`src/rtl/load_store_unit_if.sv`:
```
// Request/response handshake to the core plus the RAM port-B data bus, bundled for the LSU.
// The slave modport is the LSU view. The master modport is the core/RAM side.
interface load_store_unit_if;
  logic        req_valid;
  logic        req_ready;
  logic        req_is_store;
  logic [2:0]  req_funct3;
  logic [31:0] req_addr;
  logic [31:0] req_wdata;
  logic [4:0]  req_rd;

  logic        resp_valid;
  logic [31:0] resp_rdata;
  logic [4:0]  resp_rd;
  logic [1:0]  resp_fault;

  logic [3:0]  mem_we;
  logic [31:0] mem_addr;
  logic [31:0] mem_din;
  logic        mem_isRequest;
  logic [31:0] mem_dout;
  logic        mem_requestDone;

  modport slave (
    input  req_valid, req_is_store, req_funct3, req_addr, req_wdata, req_rd,
    input  mem_dout, mem_requestDone,
    output req_ready, resp_valid, resp_rdata, resp_rd, resp_fault,
    output mem_we, mem_addr, mem_din, mem_isRequest
  );

  modport master (
    output req_valid, req_is_store, req_funct3, req_addr, req_wdata, req_rd,
    output mem_dout, mem_requestDone,
    input  req_ready, resp_valid, resp_rdata, resp_rd, resp_fault,
    input  mem_we, mem_addr, mem_din, mem_isRequest
  );
endinterface

```
`src/rtl/load_store_unit.sv`:
```
// RV32I data-side load/store unit: legality/alignment check, RAM port-B request with byte
// enables and replicated store data, load extraction/extension, and a request timeout.
module load_store_unit #(
  parameter logic [15:0] TIMEOUT_CYCLES = 16'd255
) (
  input logic               clk,
  input logic               rst,
  load_store_unit_if.slave  bus
);
  typedef enum logic [1:0] {StIdle, StReq, StResp} state_e;

  state_e      state_q, state_d;
  logic [1:0]  a_q, a_d;
  logic [2:0]  f3_q, f3_d;
  logic        store_q, store_d;
  logic [4:0]  rd_q, rd_d;
  logic [15:0] cnt_q, cnt_d;
  logic        resp_valid_q, resp_valid_d;
  logic [31:0] resp_rdata_q, resp_rdata_d;
  logic [4:0]  resp_rd_q, resp_rd_d;
  logic [1:0]  resp_fault_q, resp_fault_d;
  logic        mem_req_q, mem_req_d;
  logic [3:0]  mem_we_q, mem_we_d;
  logic [31:0] mem_addr_q, mem_addr_d;
  logic [31:0] mem_din_q, mem_din_d;

  logic        accept, illegal, misaligned, timeout;
  logic [3:0]  lane_we;
  logic [31:0] lane_din, load_data;
  logic [7:0]  byte_sel;
  logic [15:0] half_sel;

  assign bus.req_ready = (state_q == StIdle) & ~rst;
  assign accept = bus.req_valid & bus.req_ready;
  assign timeout = (cnt_q == TIMEOUT_CYCLES - 16'd1);

  always_comb begin
    if (bus.req_is_store) begin
      illegal = bus.req_funct3[2] | (bus.req_funct3 == 3'b011);
    end else begin
      illegal = (bus.req_funct3 == 3'b011) | (bus.req_funct3 == 3'b110) |
                (bus.req_funct3 == 3'b111);
    end
    misaligned = ((bus.req_funct3[1:0] == 2'b01) & bus.req_addr[0]) |
                 ((bus.req_funct3[1:0] == 2'b10) & (bus.req_addr[1:0] != 2'b00));
  end

  always_comb begin
    lane_we  = 4'h0;
    lane_din = 32'h0;
    if (bus.req_is_store) begin
      case (bus.req_funct3[1:0])
        2'b00: begin
          lane_we  = 4'b0001 << bus.req_addr[1:0];
          lane_din = {4{bus.req_wdata[7:0]}};
        end
        2'b01: begin
          lane_we  = bus.req_addr[1] ? 4'b1100 : 4'b0011;
          lane_din = {2{bus.req_wdata[15:0]}};
        end
        default: begin
          lane_we  = 4'hF;
          lane_din = bus.req_wdata;
        end
      endcase
    end
  end

  // Lane selection uses the offset registered at accept, not the live request address.
  always_comb begin
    byte_sel = bus.mem_dout[{a_q, 3'b000} +: 8];
    half_sel = a_q[1] ? bus.mem_dout[31:16] : bus.mem_dout[15:0];
    case (f3_q)
      3'b000:  load_data = {{24{byte_sel[7]}}, byte_sel};
      3'b001:  load_data = {{16{half_sel[15]}}, half_sel};
      3'b100:  load_data = {24'h0, byte_sel};
      3'b101:  load_data = {16'h0, half_sel};
      default: load_data = bus.mem_dout;
    endcase
  end

  always_ff @(posedge clk) begin
    if (rst) begin
      state_q <= StIdle;
    end else begin
      state_q <= state_d;
    end
  end

  always_comb begin
    state_d = state_q;
    unique case (state_q)
      StIdle: if (accept) state_d = (illegal | misaligned) ? StResp : StReq;
      StReq:  if (bus.mem_requestDone | timeout) state_d = StResp;
      StResp: state_d = StIdle;
      default: state_d = StIdle;
    endcase
  end

  always_comb begin
    a_d          = a_q;
    f3_d         = f3_q;
    store_d      = store_q;
    rd_d         = rd_q;
    cnt_d        = cnt_q;
    resp_valid_d = 1'b0;
    resp_rdata_d = resp_rdata_q;
    resp_rd_d    = resp_rd_q;
    resp_fault_d = resp_fault_q;
    mem_req_d    = mem_req_q;
    mem_we_d     = mem_we_q;
    mem_addr_d   = mem_addr_q;
    mem_din_d    = mem_din_q;
    unique case (state_q)
      StIdle: begin
        if (accept) begin
          rd_d = bus.req_rd;
          if (illegal | misaligned) begin
            resp_valid_d = 1'b1;
            resp_rdata_d = 32'h0;
            resp_rd_d    = bus.req_rd;
            resp_fault_d = illegal ? 2'b11 : 2'b01;
          end else begin
            a_d        = bus.req_addr[1:0];
            f3_d       = bus.req_funct3;
            store_d    = bus.req_is_store;
            cnt_d      = 16'h0;
            mem_req_d  = 1'b1;
            mem_we_d   = lane_we;
            mem_din_d  = lane_din;
            mem_addr_d = {bus.req_addr[31:2], 2'b00};
          end
        end
      end
      StReq: begin
        if (bus.mem_requestDone) begin
          mem_req_d    = 1'b0;
          resp_valid_d = 1'b1;
          resp_rdata_d = store_q ? 32'h0 : load_data;
          resp_rd_d    = rd_q;
          resp_fault_d = 2'b00;
        end else if (timeout) begin
          mem_req_d    = 1'b0;
          resp_valid_d = 1'b1;
          resp_rdata_d = 32'h0;
          resp_rd_d    = rd_q;
          resp_fault_d = 2'b10;
        end else begin
          cnt_d = cnt_q + 16'd1;
        end
      end
      default: ;
    endcase
  end

  always_ff @(posedge clk) begin
    if (rst) begin
      a_q          <= 2'b00;
      f3_q         <= 3'b000;
      store_q      <= 1'b0;
      rd_q         <= 5'd0;
      cnt_q        <= 16'h0;
      resp_valid_q <= 1'b0;
      resp_rdata_q <= 32'h0;
      resp_rd_q    <= 5'd0;
      resp_fault_q <= 2'b00;
      mem_req_q    <= 1'b0;
      mem_we_q     <= 4'h0;
      mem_addr_q   <= 32'h0;
      mem_din_q    <= 32'h0;
    end else begin
      a_q          <= a_d;
      f3_q         <= f3_d;
      store_q      <= store_d;
      rd_q         <= rd_d;
      cnt_q        <= cnt_d;
      resp_valid_q <= resp_valid_d;
      resp_rdata_q <= resp_rdata_d;
      resp_rd_q    <= resp_rd_d;
      resp_fault_q <= resp_fault_d;
      mem_req_q    <= mem_req_d;
      mem_we_q     <= mem_we_d;
      mem_addr_q   <= mem_addr_d;
      mem_din_q    <= mem_din_d;
    end
  end

  assign bus.resp_valid    = resp_valid_q;
  assign bus.resp_rdata    = resp_rdata_q;
  assign bus.resp_rd       = resp_rd_q;
  assign bus.resp_fault    = resp_fault_q;
  assign bus.mem_isRequest = mem_req_q;
  assign bus.mem_we        = mem_we_q;
  assign bus.mem_addr      = mem_addr_q;
  assign bus.mem_din       = mem_din_q;
endmodule

```
`src/flat_wrapper.sv`:
```
// flat-port wrapper written by rule: the top's interface ports become plain ports
module load_store_unit_flat 
#(
  parameter logic [15:0] TIMEOUT_CYCLES = 16'd255
)
  (clk, rst, bus_req_valid, bus_req_is_store, bus_req_funct3, bus_req_addr, bus_req_wdata, bus_req_rd, bus_mem_dout, bus_mem_requestDone, bus_req_ready, bus_resp_valid, bus_resp_rdata, bus_resp_rd, bus_resp_fault, bus_mem_we, bus_mem_addr, bus_mem_din, bus_mem_isRequest);
  load_store_unit_if bus_i ();
  input logic clk;
  input logic rst;
  input wire logic [$bits(bus_i.req_valid)-1:0] bus_req_valid;
  input wire logic [$bits(bus_i.req_is_store)-1:0] bus_req_is_store;
  input wire logic [$bits(bus_i.req_funct3)-1:0] bus_req_funct3;
  input wire logic [$bits(bus_i.req_addr)-1:0] bus_req_addr;
  input wire logic [$bits(bus_i.req_wdata)-1:0] bus_req_wdata;
  input wire logic [$bits(bus_i.req_rd)-1:0] bus_req_rd;
  input wire logic [$bits(bus_i.mem_dout)-1:0] bus_mem_dout;
  input wire logic [$bits(bus_i.mem_requestDone)-1:0] bus_mem_requestDone;
  output wire logic [$bits(bus_i.req_ready)-1:0] bus_req_ready;
  output wire logic [$bits(bus_i.resp_valid)-1:0] bus_resp_valid;
  output wire logic [$bits(bus_i.resp_rdata)-1:0] bus_resp_rdata;
  output wire logic [$bits(bus_i.resp_rd)-1:0] bus_resp_rd;
  output wire logic [$bits(bus_i.resp_fault)-1:0] bus_resp_fault;
  output wire logic [$bits(bus_i.mem_we)-1:0] bus_mem_we;
  output wire logic [$bits(bus_i.mem_addr)-1:0] bus_mem_addr;
  output wire logic [$bits(bus_i.mem_din)-1:0] bus_mem_din;
  output wire logic [$bits(bus_i.mem_isRequest)-1:0] bus_mem_isRequest;
  assign bus_i.req_valid = bus_req_valid;
  assign bus_i.req_is_store = bus_req_is_store;
  assign bus_i.req_funct3 = bus_req_funct3;
  assign bus_i.req_addr = bus_req_addr;
  assign bus_i.req_wdata = bus_req_wdata;
  assign bus_i.req_rd = bus_req_rd;
  assign bus_i.mem_dout = bus_mem_dout;
  assign bus_i.mem_requestDone = bus_mem_requestDone;
  assign bus_req_ready = bus_i.req_ready;
  assign bus_resp_valid = bus_i.resp_valid;
  assign bus_resp_rdata = bus_i.resp_rdata;
  assign bus_resp_rd = bus_i.resp_rd;
  assign bus_resp_fault = bus_i.resp_fault;
  assign bus_mem_we = bus_i.mem_we;
  assign bus_mem_addr = bus_i.mem_addr;
  assign bus_mem_din = bus_i.mem_din;
  assign bus_mem_isRequest = bus_i.mem_isRequest;
  load_store_unit #(.TIMEOUT_CYCLES(TIMEOUT_CYCLES)) u_core (.clk(clk), .rst(rst), .bus(bus_i));
endmodule
```
`config.mk`:
```
export PLATFORM = sky130hd
export DESIGN_NAME = load_store_unit_flat
export DESIGN_NICKNAME = d
export VERILOG_FILES = /design/src/rtl/load_store_unit_if.sv /design/src/rtl/load_store_unit.sv /design/src/flat_wrapper.sv
export SDC_FILE = /design/constraint.sdc
export NUM_CORES = 1
export LEC_CHECK = 0
export ABC_AREA = 1
export CORE_UTILIZATION = 49
export DETAILED_ROUTE_END_ITERATION = 6
export GPL_ROUTABILITY_DRIVEN = 0
export PLACE_DENSITY = 0.84
export SLEW_MARGIN = 25
export SYNTH_ARGS = -nofsm -noshare
export SYNTH_HDL_FRONTEND = slang
export SYNTH_SLANG_ARGS = --single-unit
```
`constraint.sdc`:
```
create_clock -name clk -period 4.1 [get_ports clk]
set_input_delay 0.82 -clock clk [delete_from_list [all_inputs] [get_ports clk]]
set_output_delay 0.82 -clock clk [all_outputs]
set_load 0.05 [all_outputs]
```
==> reports/results.ini <==
[sta]
max_freq_mhz = 349.8
hold_viol = 0
setup_viol = 0
slew_violations = 0
min_period_ns = 2.859
worstMarginPinSlew_ns = 0.8628
slew_headroom_pct = 42.48
skew_ns = 0.005221
final.period_utilization_pct = 69.73
rsz0062_at_grt = no
setup_tns_ns = 0
whs_ns = 0.4501

[setup_path]
start_kind = input port
endpoint_kind = flop
cp.arrival_ns = 3.13
critPathKind = in2reg
cp-endpoint = u_core.bus.resp_rdata[11]
cp.required_ns = 4.37
path_max_fanout = 25
path_common_cell = nand2_1
cpMaxStageDelayCell = clkdlybuf4s50_1
rrSetupSlack_ns = 1.53
worst_path_dominant_cell_family = simple AND/OR/NAND/NOR gates
critPathLaunch = bus_req_funct3[0]
rr_endpoint = u_core.bus.resp_rdata[3]
path_buf_inv = 2
reg2reg_from = u_core.state_q[0]
cp.depth = 11
max_stage_delay_ns = 0.69
cp_cell_sequence = clkdlybuf4s50_1 -> nand2_1 -> nand2_1 -> nand2_2 -> nand3_4 -> nand2_1 -> nand2_1 -> nand3_2 -> buf_4 -> nand2_1 -> a21oi_1
reg2regPathDepth = 8

[cts]
cts_tree = yes
clk_latency_ns = 0.42
cts-root-buf = clkbuf_16
clk_path_buf_depth = 2
cts_setup_buffers = 0
cts_sinks = 136
htree_levels = 4
clkTransAtPathRegs_ns = 0.06
cts_buffers = 17
cts_hold_buffers = 0
cts_resized = 0

[floorplan]
chipWidth_um = 115.7
dieArea_um2 = 13390
start_util_pct = 50.22
die_h_um = 115.7
core_area_um2 = 12620
num_rows = 41
ios = 219

[logic_synthesis]
synth_common_cells = nand2_1 (273), dfxtp_1 (136), nor2_1 (102), a21oi_1 (84), inv_1 (60)
synthArstFlopShare_pct = 0
synth_top_area_share_pct = 42.96
ys.warnings.count = 0
netlist_area_um2 = 6337
yosys.area.top_type = dfxtp_1
synth_edf_count = 0
yosysMostFrequentCell = nand2_1
syn_inst = 909
synth_seq_area_share_pct = 42.96
synth_ff_type = dfxtp_1
synth-seq-cells = 136
synth_cell_types = 41
synth.area.top_cells = dfxtp_1 (43%), nand2_1 (16%), a21oi_1 (6.6%), nor2_1 (6.0%), inv_1 (3.6%)
syn_area_per_cell_um2 = 6.972

[cells_and_area]
fillers = 1044
area.sequential_um2 = 2723
nets = 1214
syn2layout_area_growth_pct = 43.24
drive_gt1_share_pct = 9.156
antennaDiodeCount = 0
multi_input_area_um2 = 3065
fin_cells = 1286

[hold_path]
hold_path.class = reg2reg

[job]
max_cap_viol_count = 0

[route]
drcViolationCount = 0
wire_per_inst_um = 13.86
antenna_left = 0
via_per_inst = 5.089
dr_total_vias = 6544
drt_iter0_drc = 491
drt-total-wl_um = 17820
first_pass_iters = 5

[pwr]
power.density_nw_per_um2 = 393.2
total_leakage_power_nw = 3.461
ir_worst_vdd_uv = 281.9

[global_routing]
grt_max_degree = 75
grt_pass1_wl_um = 28100
grt_usage_pct = 26.89
overflow = 0
grt_pass1_vias = 6025
antenna_found_initial = 0

[status]
outcome = completed

[placement]
dpl.cell_count = 1256
io_buffers = 216
hpwl_um = 12370

==> layout make-up <==
| cell class | count | area share (%) |
|---|---|---|
| Sequential cell | 136 | 29.99 |
| Multi-Input combinational cell | 653 | 33.77 |
| Tap cell | 172 | 2.371 |
| Inverter | 70 | 2.895 |
| Clock buffer | 22 | 5.114 |
| Clock inverter | 8 | 1.351 |
| Timing Repair Buffer | 225 | 24.51 |
==> stage by stage <==
stage               util [%]  power (mW)  instance area [µm²]  worst slack (ns)
CTS                    71.93       3.578                 9077             1.242
finish                 71.93       3.569                 9077             1.241
global placement       67.28       2.054                 8491            0.9164
detailed placement     67.28       2.059                 8491            0.8344
global route           71.93       3.701                 9077             1.033
floorplan                  -       1.826                 6341             1.698
==> metal layers <==
metal | wire length (µm) | global-route usage [%]
met1 | 7454 | 31.48
met2 | 8342 | 44.87
met3 | 1510 | 8.734
met4 | 512 | 12.22
met5 | 0 | 0
==> where the power goes <==
| group | switching [mW] | total, mW | internal [mW] |
|---|---|---|---|
| Clock | 0.554 | 1.53 | 0.978 |
| Combinational | 0.392 | 0.633 | 0.241 |
| Sequential | 0.0305 | 1.40 | 1.37 |
| Total | 0.976 | 3.57 | 2.59 |
==> worst reg2reg max path: cells and delay by family (launching register included) <==
kind	cells	cell delay (ns)
compound gates	3	0.49
buf+inv	2	0.66
flops	1	0.40
simple gates	3	0.95
==> placed cells by master (no fill, tap or decap), types with 6 or more instances in the layout <==
cell type,count
inv_1,60
nand2_2,17
a21oi_1,84
nor2_1,102
o21ai_0,43
dfxtp_1,136
inv_2,10
o22ai_1,7
o21ai_1,13
or2_2,11
clkbuf_16,17
nor2_2,6
a21oi_2,10
nand3_1,32
nand2_1,273
o211ai_1,9
buf_4,9
clkdlybuf4s50_1,215
o31ai_1,13
==> kinds of logic (layout without fill, tap and decap cells) <==
kind of cell	after synthesis	count (layout)	synth area share [%]
compound gates	185	185	16.54
xor+xnor	3	3	0.4147
fa+ha+maj	2	2	0.3948
buf+inv	121	325	8.727
flops	136	136	42.96
other cells	1	2	0.05917
simple gates	461	461	30.90
==> sequential cells by signal (all words and copies together) (netlist names), 2 cells and up <==
| register | cells |
|---|---|
| u_core.a_q | 2 |
| u_core.bus.mem_addr | 30 |
| u_core.bus.mem_din | 32 |
| u_core.bus.mem_we | 4 |
| u_core.bus.resp_fault | 2 |
| u_core.bus.resp_rd | 5 |
| u_core.bus.resp_rdata | 32 |
| u_core.cnt_q | 16 |
| u_core.f3_q | 3 |
| u_core.rd_q | 5 |
| u_core.state_q | 2 |
==> worst min-delay path by stage <==
stage	startpoint	endpoint	slack [ns]	cells past startpoint
2_1_floorplan	u_core.rd_q[0]	u_core.rd_q[0]	0.42	2
3_3_place_gp	u_core.rd_q[2]	u_core.rd_q[2]	0.43	2
3_5_place_dp	u_core.bus.mem_we[3]	u_core.bus.mem_we[3]	0.44	2
4_1_cts	u_core.rd_q[2]	u_core.rd_q[2]	0.45	2
5_1_grt	u_core.bus.mem_din[22]	u_core.bus.mem_din[22]	0.47	2
6_report	u_core.rd_q[2]	u_core.rd_q[2]	0.45	2
Note: power is estimated with default switching activity, not from simulation.
